[src/rtl/template_match_selector_if.sv]
`default_nettype none
// ============================================================================
// Module   : template_match_selector_if
// Purpose  : Accumulator snapshot inputs and match-result handshake bundle.
// Revision : 1.0
// ============================================================================
interface template_match_selector_if #(
    parameter int PIXEL_SIZE    = 8,
    parameter int LINE_SIZE     = 16,
    parameter int NUM_OF_LINES  = 16,
    parameter int NUM_TEMPLATES = 4
);
    localparam int ACC_W = $clog2(NUM_OF_LINES) + $clog2(LINE_SIZE) + 2 * PIXEL_SIZE;
    localparam int IDX_W = $clog2(NUM_TEMPLATES);

    logic             frame_done;
    logic [ACC_W-1:0] Acc_lines_sum_I_square;
    logic [ACC_W-1:0] Acc_lines_sum_I;
    logic [ACC_W-1:0] Acc_lines_sum_T_x_I_in [NUM_TEMPLATES];
    logic [ACC_W-1:0] thresh;
    logic             busy;
    logic             match_valid;
    logic             match_ready;
    logic [IDX_W-1:0] best_idx;
    logic [ACC_W-1:0] best_score;
    logic             match_found;
    logic [7:0]       overrun_cnt;

    modport master (
        output frame_done, Acc_lines_sum_I_square, Acc_lines_sum_I,
               Acc_lines_sum_T_x_I_in, thresh, match_ready,
        input  busy, match_valid, best_idx, best_score, match_found, overrun_cnt
    );

    modport slave (
        input  frame_done, Acc_lines_sum_I_square, Acc_lines_sum_I,
               Acc_lines_sum_T_x_I_in, thresh, match_ready,
        output busy, match_valid, best_idx, best_score, match_found, overrun_cnt
    );
endinterface
`default_nettype wire

[src/rtl/template_match_selector.sv]
`default_nettype none
// ============================================================================
// Module   : template_match_selector
// Purpose  : Snapshots final accumulator sums on frame_done, scans templates
//            one per cycle for the highest sum T*I, presents it on valid/ready.
// Revision : 1.0
// ============================================================================
module template_match_selector #(
    parameter int PIXEL_SIZE    = 8,
    parameter int LINE_SIZE     = 16,
    parameter int NUM_OF_LINES  = 16,
    parameter int NUM_TEMPLATES = 4
) (
    input  logic                          CLK,
    input  logic                          reset,
    template_match_selector_if.slave      mif
);
    localparam int ACC_W = $clog2(NUM_OF_LINES) + $clog2(LINE_SIZE) + 2 * PIXEL_SIZE;
    localparam int IDX_W = $clog2(NUM_TEMPLATES);
    localparam int K_W   = $clog2(NUM_TEMPLATES + 1);
    localparam logic [K_W-1:0] K_END = K_W'(NUM_TEMPLATES);

    typedef enum logic [1:0] {
        IDLE = 2'd0,
        SCAN = 2'd1,
        DONE = 2'd2
    } state_t;

    state_t           state;
    logic [ACC_W-1:0] snap_ti [NUM_TEMPLATES];
    logic [ACC_W-1:0] snap_i2;
    logic [ACC_W-1:0] snap_thresh;
    logic [ACC_W-1:0] max_val;
    logic [IDX_W-1:0] idx;
    logic [K_W-1:0]   k;
    logic [IDX_W-1:0] k_idx;
    logic             capture;

    // Sum I travels with the bundle but plays no part in the selection.
    assign k_idx   = k[IDX_W-1:0];
    assign capture = mif.frame_done &&
                     ((state == IDLE) || ((state == DONE) && mif.match_ready));
    assign mif.busy = (state != IDLE);

    always_ff @(posedge CLK) begin
        if (reset) begin
            state           <= IDLE;
            snap_i2         <= '0;
            snap_thresh     <= '0;
            max_val         <= '0;
            idx             <= '0;
            k               <= '0;
            mif.match_valid <= 1'b0;
            mif.best_idx    <= '0;
            mif.best_score  <= '0;
            mif.match_found <= 1'b0;
            mif.overrun_cnt <= '0;
            for (int j = 0; j < NUM_TEMPLATES; j++) begin
                snap_ti[j] <= '0;
            end
        end else begin
            if (mif.frame_done && !capture && (mif.overrun_cnt != 8'hFF)) begin
                mif.overrun_cnt <= mif.overrun_cnt + 8'd1;
            end

            case (state)
                SCAN: begin
                    if (k == K_END) begin
                        mif.best_idx    <= idx;
                        mif.best_score  <= max_val;
                        mif.match_found <= (max_val >= snap_thresh) && (snap_i2 != '0);
                        mif.match_valid <= 1'b1;
                        state           <= DONE;
                    end else begin
                        // max starts at 0 so k=0 always loads; strict > keeps lower index on ties
                        if ((k == '0) || (snap_ti[k_idx] > max_val)) begin
                            max_val <= snap_ti[k_idx];
                            idx     <= k_idx;
                        end
                        k <= k + 1'b1;
                    end
                end
                DONE: begin
                    if (mif.match_ready) begin
                        mif.match_valid <= 1'b0;
                        state           <= IDLE;
                    end
                end
                default: ;
            endcase

            // Capture overrides the DONE->IDLE transition for back-to-back frames.
            if (capture) begin
                for (int j = 0; j < NUM_TEMPLATES; j++) begin
                    snap_ti[j] <= mif.Acc_lines_sum_T_x_I_in[j];
                end
                snap_i2     <= mif.Acc_lines_sum_I_square;
                snap_thresh <= mif.thresh;
                max_val     <= '0;
                idx         <= '0;
                k           <= '0;
                state       <= SCAN;
            end
        end
    end
endmodule
`default_nettype wire

[src/flat_wrapper.sv]
// flat-port wrapper written by rule: the top's interface ports become plain ports
module template_match_selector_flat 
#(
    parameter int PIXEL_SIZE    = 8,
    parameter int LINE_SIZE     = 16,
    parameter int NUM_OF_LINES  = 16,
    parameter int NUM_TEMPLATES = 4
)
  (CLK, reset, mif_frame_done, mif_Acc_lines_sum_I_square, mif_Acc_lines_sum_I, mif_Acc_lines_sum_T_x_I_in, mif_thresh, mif_match_ready, mif_busy, mif_match_valid, mif_best_idx, mif_best_score, mif_match_found, mif_overrun_cnt);
  template_match_selector_if #(.PIXEL_SIZE(PIXEL_SIZE), .LINE_SIZE(LINE_SIZE), .NUM_OF_LINES(NUM_OF_LINES), .NUM_TEMPLATES(NUM_TEMPLATES)) mif_i ();
  input  logic CLK;
  input  logic reset;
  input wire logic [$bits(mif_i.frame_done)-1:0] mif_frame_done;
  input wire logic [$bits(mif_i.Acc_lines_sum_I_square)-1:0] mif_Acc_lines_sum_I_square;
  input wire logic [$bits(mif_i.Acc_lines_sum_I)-1:0] mif_Acc_lines_sum_I;
  input wire logic [$bits(mif_i.Acc_lines_sum_T_x_I_in)-1:0] mif_Acc_lines_sum_T_x_I_in;
  input wire logic [$bits(mif_i.thresh)-1:0] mif_thresh;
  input wire logic [$bits(mif_i.match_ready)-1:0] mif_match_ready;
  output wire logic [$bits(mif_i.busy)-1:0] mif_busy;
  output wire logic [$bits(mif_i.match_valid)-1:0] mif_match_valid;
  output wire logic [$bits(mif_i.best_idx)-1:0] mif_best_idx;
  output wire logic [$bits(mif_i.best_score)-1:0] mif_best_score;
  output wire logic [$bits(mif_i.match_found)-1:0] mif_match_found;
  output wire logic [$bits(mif_i.overrun_cnt)-1:0] mif_overrun_cnt;
  assign mif_i.frame_done = mif_frame_done;
  assign mif_i.Acc_lines_sum_I_square = mif_Acc_lines_sum_I_square;
  assign mif_i.Acc_lines_sum_I = mif_Acc_lines_sum_I;
  assign mif_i.Acc_lines_sum_T_x_I_in = {>>{mif_Acc_lines_sum_T_x_I_in}};
  assign mif_i.thresh = mif_thresh;
  assign mif_i.match_ready = mif_match_ready;
  assign mif_busy = mif_i.busy;
  assign mif_match_valid = mif_i.match_valid;
  assign mif_best_idx = mif_i.best_idx;
  assign mif_best_score = mif_i.best_score;
  assign mif_match_found = mif_i.match_found;
  assign mif_overrun_cnt = mif_i.overrun_cnt;
  template_match_selector #(.PIXEL_SIZE(PIXEL_SIZE), .LINE_SIZE(LINE_SIZE), .NUM_OF_LINES(NUM_OF_LINES), .NUM_TEMPLATES(NUM_TEMPLATES)) u_core (.CLK(CLK), .reset(reset), .mif(mif_i));
endmodule
[config.mk]
export PLATFORM = sky130hd
export DESIGN_NAME = template_match_selector_flat
export DESIGN_NICKNAME = d
export VERILOG_FILES = /design/src/rtl/template_match_selector_if.sv /design/src/rtl/template_match_selector.sv /design/src/flat_wrapper.sv
export SDC_FILE = /design/constraint.sdc
export NUM_CORES = 1
export LEC_CHECK = 0
export CAP_MARGIN = 20
export CORE_ASPECT_RATIO = 0.5
export CORE_MARGIN = 2
export CORE_UTILIZATION = 55
export DETAILED_ROUTE_END_ITERATION = 6
export PLACE_DENSITY = 0.93
export SETUP_SLACK_MARGIN = 0.4
export SLEW_MARGIN = 10
export SYNTH_ARGS = -nofsm -noshare
export SYNTH_HDL_FRONTEND = slang
export SYNTH_SLANG_ARGS = --single-unit
[constraint.sdc]
create_clock -name CLK -period 14 [get_ports CLK]
set_input_delay 2.1 -clock CLK [delete_from_list [all_inputs] [get_ports CLK]]
set_output_delay 2.1 -clock CLK [all_outputs]
set_load 0.01 [all_outputs]
Yosys cells after proc, flatten, opt, wreduce, memory -nomap -nowiden
Memories as Yosys holds them, arrays and structs flattened. A register that Yosys moved wholly into a read port is not among the register bits.
Index checks and enable logic that the tools add are counted.
- memories kept: 1
- logic and storage cells: 68
- register bits: 115
- bits in writable memories: 96
- reductions and logical operators: 20
- muxes and demuxes: 18
- bitwise gates (word level): 5
- add/sub/neg operators: 2
- eq/ne operators: 8
- $lt $le $gt $ge: 2
- memories (memory ; depth ; width ; rd ports ; clocked after memory_dff ; wr ports ; line ; RTL):
    u_core.snap_ti ; 4 ; 24 ; 1 ; 1 ; 4 ; template_match_selector.sv:30 ; logic [ACC_W-1:0] snap_ti [NUM_TEMPLATES];
- operators with widths (kind ; count):
    two-way mux 24 bit ; 4
    greater-or-equal comparator 24 bit ; 1
    > comparator 24 bit ; 1
    nonzero test 24 bit ; 1
    AND reduction 3 bit ; 3
    adder 8 x 1 -> 8 bit (second input constant) ; 1
    two-way mux 1 bit ; 8
    two-way mux 2 bit ; 4
    != test 8 bit (second input constant) ; 1
    logical AND 1 bit ; 5
    OR 1 bit ; 4
    case mux 2 bit (2 select lines) ; 1
    AND reduction 2 bit ; 2
    nonzero test 2 bit ; 2
    adder 3 x 1 -> 3 bit (second input constant) ; 1
    equality test 3 bit (second input constant) ; 1
    zero test 3 bit ; 1
    != test 3 x 1 -> 1 bit (second input constant) ; 1
    != test 3 x 2 -> 1 bit (second input constant) ; 1
    nonzero test 3 bit ; 1
    equality test 2 x 1 -> 1 bit (second input constant) ; 1
    equality test 2 bit (second input constant) ; 1
    zero test 2 bit ; 1
    logical OR 1 bit ; 2
    other kinds (6) ; 6

Depth between registers and ports, before layout
Gate-level depths: netlist of the first run.
- depth in word-level cells: 8
- depth in mapped cells: 13
- depth with buffers taken out: 9

Worst setup path after synthesis of the first run
Ideal clock, no wire load.
- path type: input to register
- start: in mif_match_ready
- end: mem u_core.snap_ti[0][0] (netlist name) (enable)
- required time: 13.502 ns
- path slack: 8.023 ns
- data arrival time: 5.479 ns
- stages: 6
- cell sequence: nand2_1 -> nand2_1 -> a21oi_2 -> inv_2 -> clkbuf_1 -> clkbuf_1
- RTL lines (item ; line ; RTL):
    start: declaration ; flat_wrapper.sv:18 ; input wire logic [$bits(mif_i.match_ready)-1:0] mif_match_ready;
    end: declaration ; template_match_selector.sv:30 ;

==> impl_metrics.yaml, run 1 <==
clocking:
  clk_pin_slew_worst_paths_ns: 0.07
  cts_buffer_depth: 3
  post_cts_buffers: 0
  cts_tree: "built"
  ctsResizeCount: 0
  numClockSinks: 213
  cts-root-buf: "clkbuf_16"
  numCtsBuffers: 20
  ctsHoldBuffers: 0
  insertion_delay_ns: 0.50
  htree_levels: 1
floorplan:
  fp.dieH_um: 96.9
  dieArea_um2: 18400
  core_um2: 16600
  io-pin-count: 209
  rows: 33
  initial_core_util: 0.570
  die_width_um: 190
worst_setup_path:
  path_cells: "clkdlybuf4s50_1 -> buf_4 -> a21oi_4 -> buf_4 -> inv_4 -> buf_4"
  cpLargestDelayFamily: "buffers and inverters"
  worstSetupStartpointType: "input port"
  r2r_cells: 8
  worst-setup-path-type: "in -> reg"
  cp_max_fo: 78
  crit_buf_inv: 5
  required_ns: 14.11
  max_stage_delay_ns: 0.76
  arrival_ns: 4.98
  crit_top_cell: "buf_4"
  crit_slowest_cell: "buf_4"
  crit_cells: 6
  critPathCaptureType: "register"
detailed_routing:
  drt_iter0_markers: 500
  vias: 7058
  firstDrtPassIters: 7
  ant_nets: 0
  drc_errors: 0
  drt-wirelength-per-cell_um: 18.0
  wirelength_um: 22700
  avgViaCountPerCell: 5.58
synth:
  ys_seq_elements: 213
  syn_area_per_cell_um2: 11.1
  synth.top_cells.by_count: "nand2_1 (145), dfxtp_1 (117), and2_1 (97), edfxtp_1 (96), inv_1 (56)"
  synth_seq_area_share: 0.550
  postSynthCellCount: 857
  yosysMostFrequentCell: "nand2_1"
  yosys-top-cells-area: "edfxtp_1 (30%), dfxtp_1 (25%), ha_1 (7.1%)"
  syn-num-nets: 1083
  synth_edf_count: 96
  synthDistinctLibCells: 44
  synth-async-reset-ratio: 0
  syn-cell-area_um2: 9490
  synth_top_cell_area_share: 0.304
  ys.flop_type: "dfxtp_1"
  yosys_warnings: 0
  synth.largest_area_cell: "edfxtp_1"
final_layout:
  area_growth_pct: 27.8
  layout-drive-gt1-share: 0.0674
  antennaDiodeCount: 0
  nets: 1250
sta:
  rsz0062_at_grt: "false"
  fin_crit_sh: 0.348
  worst_pin_slew_ns: 0.998
  setup_tns_ns: 0
  min_period_ns: 4.87
  skew_ns: 0.0213
  setup_viol: 0
  fmax_ghz: 0.205
  max_slew_margin: 0.334
  hold_viol: 0
  setup_slack_ns: 9.13
  slew_viol_final: 0
grt:
  grt_busiest_layer: "met2"
  grt_usage: 0.243
  grt_start_max_net_pins: 94
  use_met1: 0.317
  grt_pass1_vias: 7115
  met2_usage: 0.425
  grtUsageMet3: 0.0406
  antenna_found_initial: 0
  grt_pass1_wl_um: 35700
  grt_overflow_total: 0
flow_run:
  max_cap_viol_count: 0
power:
  p_leak_nw: 4.55
  powerDensity_nw_per_um2: 155
  ir_worst_vdd_uv: 113
placement:
  place_ws_ns: 8.66
  port_buffers: 184
  hpwl_um: 15800
  gp_congestion: 0.873
worst_hold_path:
  min_path_type: "reg -> reg"
  holdPathStages: 2
status:
  run_status: "finished clean"
cell families (layout without fill, tap and decap cells):
kind of cell               Yosys count  count (layout)  synth area share
adders and majority gates           54              54            0.0712
xor gates and xnor gates             9               9           0.00830
muxes                               51              51            0.0854
and+or+nand+nor                    304             304             0.158
DFF                                213             213             0.550
AOI/OAI and AO/OA                  123             123            0.0807
buffers and inverters              103             284            0.0464
report_power, final:
group	leakage [nW]	internal (mW)	total [mW]	switching (mW)
Clock	0.312	0.299	0.534	0.234
Sequential	1.99	0.776	0.836	0.0603
Combinational	2.25	0.236	0.513	0.277
Total	4.55	1.31	1.88	0.572
sequential cells by signal (all words and copies together) (netlist names), 3 cells and up, named ones only:
register                flops
u_core.snap_ti             96
u_core.max_val             24
u_core.k                    3
u_core.mif.best_score      24
u_core.snap_i2             24
u_core.snap_thresh         24
u_core.mif.overrun_cnt      8
final timing paths:
kind	slack, ns	endpoint	from
setup reg to reg	10.17	u_core.max_val[4]	register
hold / removal	0.46	u_core.mif.best_score[18]	u_core.mif.best_score[18]
hold reg to reg	0.46	u_core.mif.best_score[18]	u_core.mif.best_score[18]
setup / recovery	9.13	u_core.snap_ti[1][2]	reset
final cells by class:
type | instances | area [um2]
flip-flops and latches | 213 | 5230
fillers | 1038 | 4500
multi-input cells | 541 | 3850
repair buffers | 191 | 1920
clock buffers | 24 | 547
well taps | 227 | 284
inverters | 57 | 216
clock inverters | 12 | 91.3
placed cells by master (no fill, tap or decap), types with 5 or more instances in the layout:
cell               n
mux2i_1           27
buf_4              5
ha_1              54
mux4_2            24
inv_1             56
o21ai_1           26
nand2_1          145
edfxtp_1          96
a21o_1             5
clkdlybuf4s50_1  184
a21oi_1           47
clkbuf_16         21
nor2_1            24
nand3_1            8
xor2_1             5
and2_1            97
dfxtp_1          116
nand4_1            9
nor4_1             7
a22o_1            25
metal layers:
metal | part of all wire | vias to the layer above
met5 | 0 | -
met4 | 0.026 | 0
met3 | 0.071 | 60
met2 | 0.49 | 302
met1 | 0.42 | 3397
li1 | - | 3299
per-stage QoR:
| step | hold slack (ns) | util | cells | area [um2] | total power, mW |
|---|---|---|---|---|---|
| 6_report | 0.456 | 0.729 | 1265 | 12100 | 1.88 |
| 5_1_grt | 0.478 | 0.729 | 1265 | 12100 | 1.97 |
| 4_1_cts | 0.458 | 0.727 | 1263 | 12100 | 1.88 |
| 3_5_place_dp | 0.446 | 0.688 | 1227 | 11500 | 1.34 |
| 3_3_place_gp | 0.439 | 0.688 | 1227 | 11500 | 1.31 |
| 2_1_floorplan | 0.432 | - | 857 | 9490 | 1.20 |
worst register-to-register path, cell delays in order (launching register included):
cell and delay [ns]:
dfxtp_2 0.94, mux4_2 0.68, ha_1 0.37, nand4_4 0.15, nor4_4 0.36, o311ai_0 0.28
a21oi_4 0.46, buf_16 0.24, mux2i_1 0.25
Note: power is estimated with default switching activity, not from simulation.
==> run 2, diff against run 1 <==
CORE_UTILIZATION = 46   (was 55)
PLACE_DENSITY = 0.84   (was 0.93)
clock period = 4.1 ns   (was 14 ns; I/O delays follow)
==> run 2 against run 1 <==
  * Register-to-register slack lost 9.5 ns
  * Cell count rose by 4.3%
  * Die area up 19%
  * Hold slack is essentially flat
  * Power increased to 3.4 times the previous value
  * Clock power grew to 3.4 times the previous value
  * Wire length decreased by 4.7%
  * Sequential share of layout area down 0.38 points
  * Sequential power rose to 3.4 times the previous value
  * Clock skew is 0.0033 ns lower
==> impl_metrics.yaml, run 2 (same netlist as run 1, synthesis figures left out) <==
status:
  run_status: "finished clean"
grt:
  grt_pass1_vias: 6827
  grt_start_max_net_pins: 91
  grt_usage: 0.192
  grt_overflow_total: 0
  antenna_found_initial: 0
  grt_pass1_wl_um: 33600
detailed_routing:
  vias: 6798
  wirelength_um: 21700
  drc_errors: 0
  drt_iter0_markers: 466
  drt-wirelength-per-cell_um: 16.4
  ant_nets: 0
  firstDrtPassIters: 5
  avgViaCountPerCell: 5.15
final_layout:
  nets: 1258
  area_growth_pct: 29.1
  antennaDiodeCount: 0
  layout.cells.non_filler: 1319
  layout.cells.most_common: "clkdlybuf4s50_1"
  regMostFlops: "u_core.snap_ti"
  layout-drive-gt1-share: 0.0707
  most-common-layout-cells: "clkdlybuf4s50_1 (184), nand2_1 (145), dfxtp_1 (116)"
  nFillCells: 1595
  largest_reg_flops: 96
  multiInputGateArea_um2: 3850
  register_area_um2: 5230
placement:
  hpwl_um: 15900
  gp_congestion: 0.833
  dp.cells: 1281
  port_buffers: 184
  place_ws_ns: 0.580
sta:
  skew_ns: 0.0179
  setup_slack_ns: 0.685
  fin_crit_sh: 0.833
  worst_pin_slew_ns: 0.935
  slew_viol_final: 0
  rsz0062_at_grt: "false"
  fmax_ghz: 0.293
  setup_tns_ns: 0
  hold_viol: 0
  max_slew_margin: 0.377
  min_period_ns: 3.41
  setup_viol: 0
worst_setup_path:
  critPathCaptureType: "register"
  worstSetupStartpointType: "register"
  r2r_slack_ns: 0.69
  arrival_ns: 3.82
  worst-setup-path-type: "reg -> reg"
  cp_max_fo: 20
  required_ns: 4.51
clocking:
  htree_levels: 1
  cts_buffer_depth: 3
  insertion_delay_ns: 0.50
  numCtsBuffers: 21
  clk_pin_slew_worst_paths_ns: 0.06
  post_cts_buffers: 0
  cts_tree: "built"
  ctsHoldBuffers: 0
  cts-root-buf: "clkbuf_16"
  numClockSinks: 213
floorplan:
  dieArea_um2: 21900
  rows: 37
  die_width_um: 207
  io-pin-count: 209
  fp.dieH_um: 106
  core_um2: 20400
  initial_core_util: 0.465
flow_run:
  max_cap_viol_count: 0
power:
  p_leak_nw: 4.59
  power_mw: 6.42
  powerDensity_nw_per_um2: 524
  ir_worst_vdd_uv: 256
worst_hold_path:
  min_path_type: "reg -> reg"
run 2: changes by cell type in the layout (fill, tap and decap cells not counted), moves of 2 or more:
cell,previous run,this run
buf_4,5,12
clkinv_1,3,6
clkinv_2,4,1
clkinvlp_4,2,0
run 2: final cells by class:
cell class,count,area share
flip-flops and latches,213,0.427
multi-input cells,541,0.314
repair buffers,198,0.161
clock buffers,26,0.0461
well taps,273,0.0279
inverters,57,0.0177
clock inverters,11,0.00684
run 2: path summary, 6_finish.rpt:
path,endpoint,depth (start not counted),from
max,u_core.max_val[14],9,register
min reg2reg,u_core.mif.best_score[16],2,u_core.mif.best_score[16]
min,u_core.mif.best_score[16],2,u_core.mif.best_score[16]
max reg2reg,u_core.max_val[14],9,register
run 2: worst max-delay path, stage by stage (launching register included):
cell      delay (ns)
dfxtp_1         0.67
buf_4           0.32
mux4_2          0.35
ha_1            0.33
nand2_1         0.13
nor4_4          0.32
o311ai_0        0.28
a21oi_4         0.43
buf_12          0.24
mux2i_1         0.24
run 2: power breakdown:
part / leakage [nW] / internal, mW / switching [mW]
sequential: 1.99 / 2.65 / 0.177
clock: 0.317 / 1.04 / 0.801
combinational: 2.28 / 0.811 / 0.945
run 2: stage by stage:
step	cell area (um2)	utilization	hold slack [ns]
5_1_grt	12300	0.600	0.479
3_3_place_gp	11600	0.568	0.444
2_1_floorplan	9490	-	0.432
6_report	12300	0.600	0.455
3_5_place_dp	11600	0.568	0.450
4_1_cts	12200	0.599	0.459
run 2: metal layers:
layer	GRT usage	vias to the layer above	routed length, um
li1	-	3320	-
met1	0.255	3277	9740
met2	0.333	163	10500
met3	0.0232	38	907
met4	0.0541	0	540
met5	0	-	0
run 2: timing repair:
action                                  in CTS  in global routing
endpoints found under the setup margin       0                 15
hold endpoints to repair                     0                  0
resized for setup                            0                  1
==> run 3, diff against run 2 <==
clock period = 3.1 ns   (was 4.1 ns; I/O delays follow)
==> run 3 against run 2 <==
  * Clock-buffer cell count is the same
  * Setup slack lost 0.47 ns
  * Cell count grew 0.30%
  * Power grew 38%
  * Sequential share of layout area shrank 0.91 points
  * Clock power grew 38%
  * Flip-flop and latch count is the same
  * Core utilization grew 1.3 points
  * Wire length grew 3.0%
  * Critical path type unchanged
  * Largest power group unchanged
==> impl_metrics.yaml, run 3 (same netlist as run 1, synthesis figures left out) <==
detailed_routing:
  drc_errors: 0
  drt-wirelength-per-cell_um: 16.9
  wirelength_um: 22300
  ant_nets: 0
  vias: 6817
  avgViaCountPerCell: 5.15
  drt_iter0_markers: 471
  firstDrtPassIters: 7
sta:
  min_period_ns: 2.89
  rsz0062_at_grt: "true"
  setup_viol: 0
  max_slew_margin: 0.305
  fin_crit_sh: 0.931
  slew_viol_final: 0
  skew_ns: 0.00796
  setup_slack_ns: 0.214
  hold_viol: 0
  setup_tns_ns: 0
  fmax_ghz: 0.346
  worst_pin_slew_ns: 1.04
final_layout:
  most-common-layout-cells: "clkdlybuf4s50_1 (184), nand2_1 (145), dfxtp_1 (116)"
  layout-drive-gt1-share: 0.0886
  antennaDiodeCount: 0
  regMostFlops: "u_core.snap_ti"
  largest_reg_flops: 96
  utilization: 0.613
  area_growth_pct: 31.9
  nets: 1263
  layout.cells.most_common: "clkdlybuf4s50_1"
grt:
  grt_overflow_total: 0
  grt_pass1_vias: 6992
  grt_usage: 0.201
  antenna_found_initial: 1
  grt_start_max_net_pins: 145
  grt_pass1_wl_um: 35300
placement:
  hpwl_um: 16000
  place_ws_ns: 0.181
  gp_congestion: 0.824
  port_buffers: 184
power:
  powerDensity_nw_per_um2: 706
  seqPwrFrac: 0.420
  ir_worst_vdd_uv: 395
  pwr-share-comb: 0.294
  intPower_mw: 6.22
  p_switching_mw: 2.62
  p_leak_nw: 4.67
  p_sw_frac: 0.296
  power_frac_clock: 0.286
worst_setup_path:
  max_stage_delay_ns: 0.56
  crit_top_cell: "buf_12"
  worst-setup-path-type: "reg -> reg"
  required_ns: 3.51
  crit_slowest_cell: "mux4_2"
  r2r_cells: 10
  cp_max_fo: 8
  path_cells: "buf_12 -> buf_12 -> mux4_2 -> ha_4 -> nand4_1 -> nor4_4 -> o311ai_2 -> a21oi_4 -> buf_6 -> mux2i_1"
  critPathCaptureType: "register"
  worstSetupStartpointType: "register"
  arrival_ns: 3.29
floorplan:
  die_width_um: 207
  fp.dieH_um: 106
  dieArea_um2: 21900
  rows: 37
  initial_core_util: 0.465
  core_um2: 20400
  io-pin-count: 209
status:
  run_status: "finished clean"
clocking:
  cts-root-buf: "clkbuf_16"
  numCtsBuffers: 20
  htree_levels: 1
  clk_pin_slew_worst_paths_ns: 0.06
  numClockSinks: 213
  insertion_delay_ns: 0.49
  cts_buffer_depth: 3
  cts_tree: "built"
flow_run:
  max_cap_viol_count: 0
worst_hold_path:
  holdPathStages: 2
  min_path_type: "reg -> reg"
run 3: worst max-delay path, delay by kind of cell, from the launching register on:
| family | cells | cell delay, ns |
|---|---|---|
| AOI/OAI and AO/OA | 2 | 0.45 |
| and+or+nand+nor | 2 | 0.44 |
| buffers and inverters | 3 | 0.44 |
| DFF | 1 | 0.38 |
| adders and majority gates | 1 | 0.31 |
| muxes | 2 | 0.78 |
run 3: cell type report:
class / count / area, um2
Fill cell: 1591 / 7900
Sequential cell: 213 / 5230
Multi-Input combinational cell: 541 / 3940
Timing Repair Buffer: 204 / 2110
Clock buffer: 26 / 584
Tap cell: 273 / 342
Inverter: 57 / 216
Clock inverter: 9 / 98.8
run 3: final timing paths:
check	start	end	slack, ns
max	register	u_core.max_val[6]	0.21
min	u_core.mif.best_score[16]	u_core.mif.best_score[16]	0.45
max reg2reg	register	u_core.max_val[6]	0.21
min reg2reg	u_core.mif.best_score[16]	u_core.mif.best_score[16]	0.45
run 3: power groups by stage:
stage / logic [mW] / registers (mW) / clock network, mW
CTS: 2.57 / 3.71 / 2.58
floorplan: 1.73 / 3.69 / 0
finish: 2.59 / 3.71 / 2.53
detailed placement: 2.42 / 3.77 / 0
global placement: 2.32 / 3.72 / 0
global route: 2.85 / 3.75 / 2.70
run 3: routing by layer:
layer,share of wire,up-vias,track usage
met3,0.053,41,0.0387
met1,0.44,3272,0.266
met2,0.48,178,0.340
li1,-,3324,-
met5,0.00054,-,0
met4,0.022,2,0.0577
run 3: through the flow:
| step | std cells | cell area, um2 | hold slack, ns | power [mW] |
|---|---|---|---|---|
| floorplan | 857 | 9560 | 0.432 | 5.42 |
| global placement | 1285 | 11700 | 0.442 | 6.05 |
| detailed placement | 1285 | 11700 | 0.447 | 6.18 |
| CTS | 1323 | 12500 | 0.457 | 8.86 |
| global route | 1323 | 12500 | 0.477 | 9.30 |
| finish | 1323 | 12500 | 0.455 | 8.84 |
run 3: repair_timing:
action | CTS | global route
hold endpoints to repair | 0 | 0
endpoints found under the setup margin | 26 | 26
cloned | 1 | 0
gates resized for setup | 10 | 2
buffers inserted | 2 | 0
pin swaps | 5 | 0
hold buffers | 0 | 0
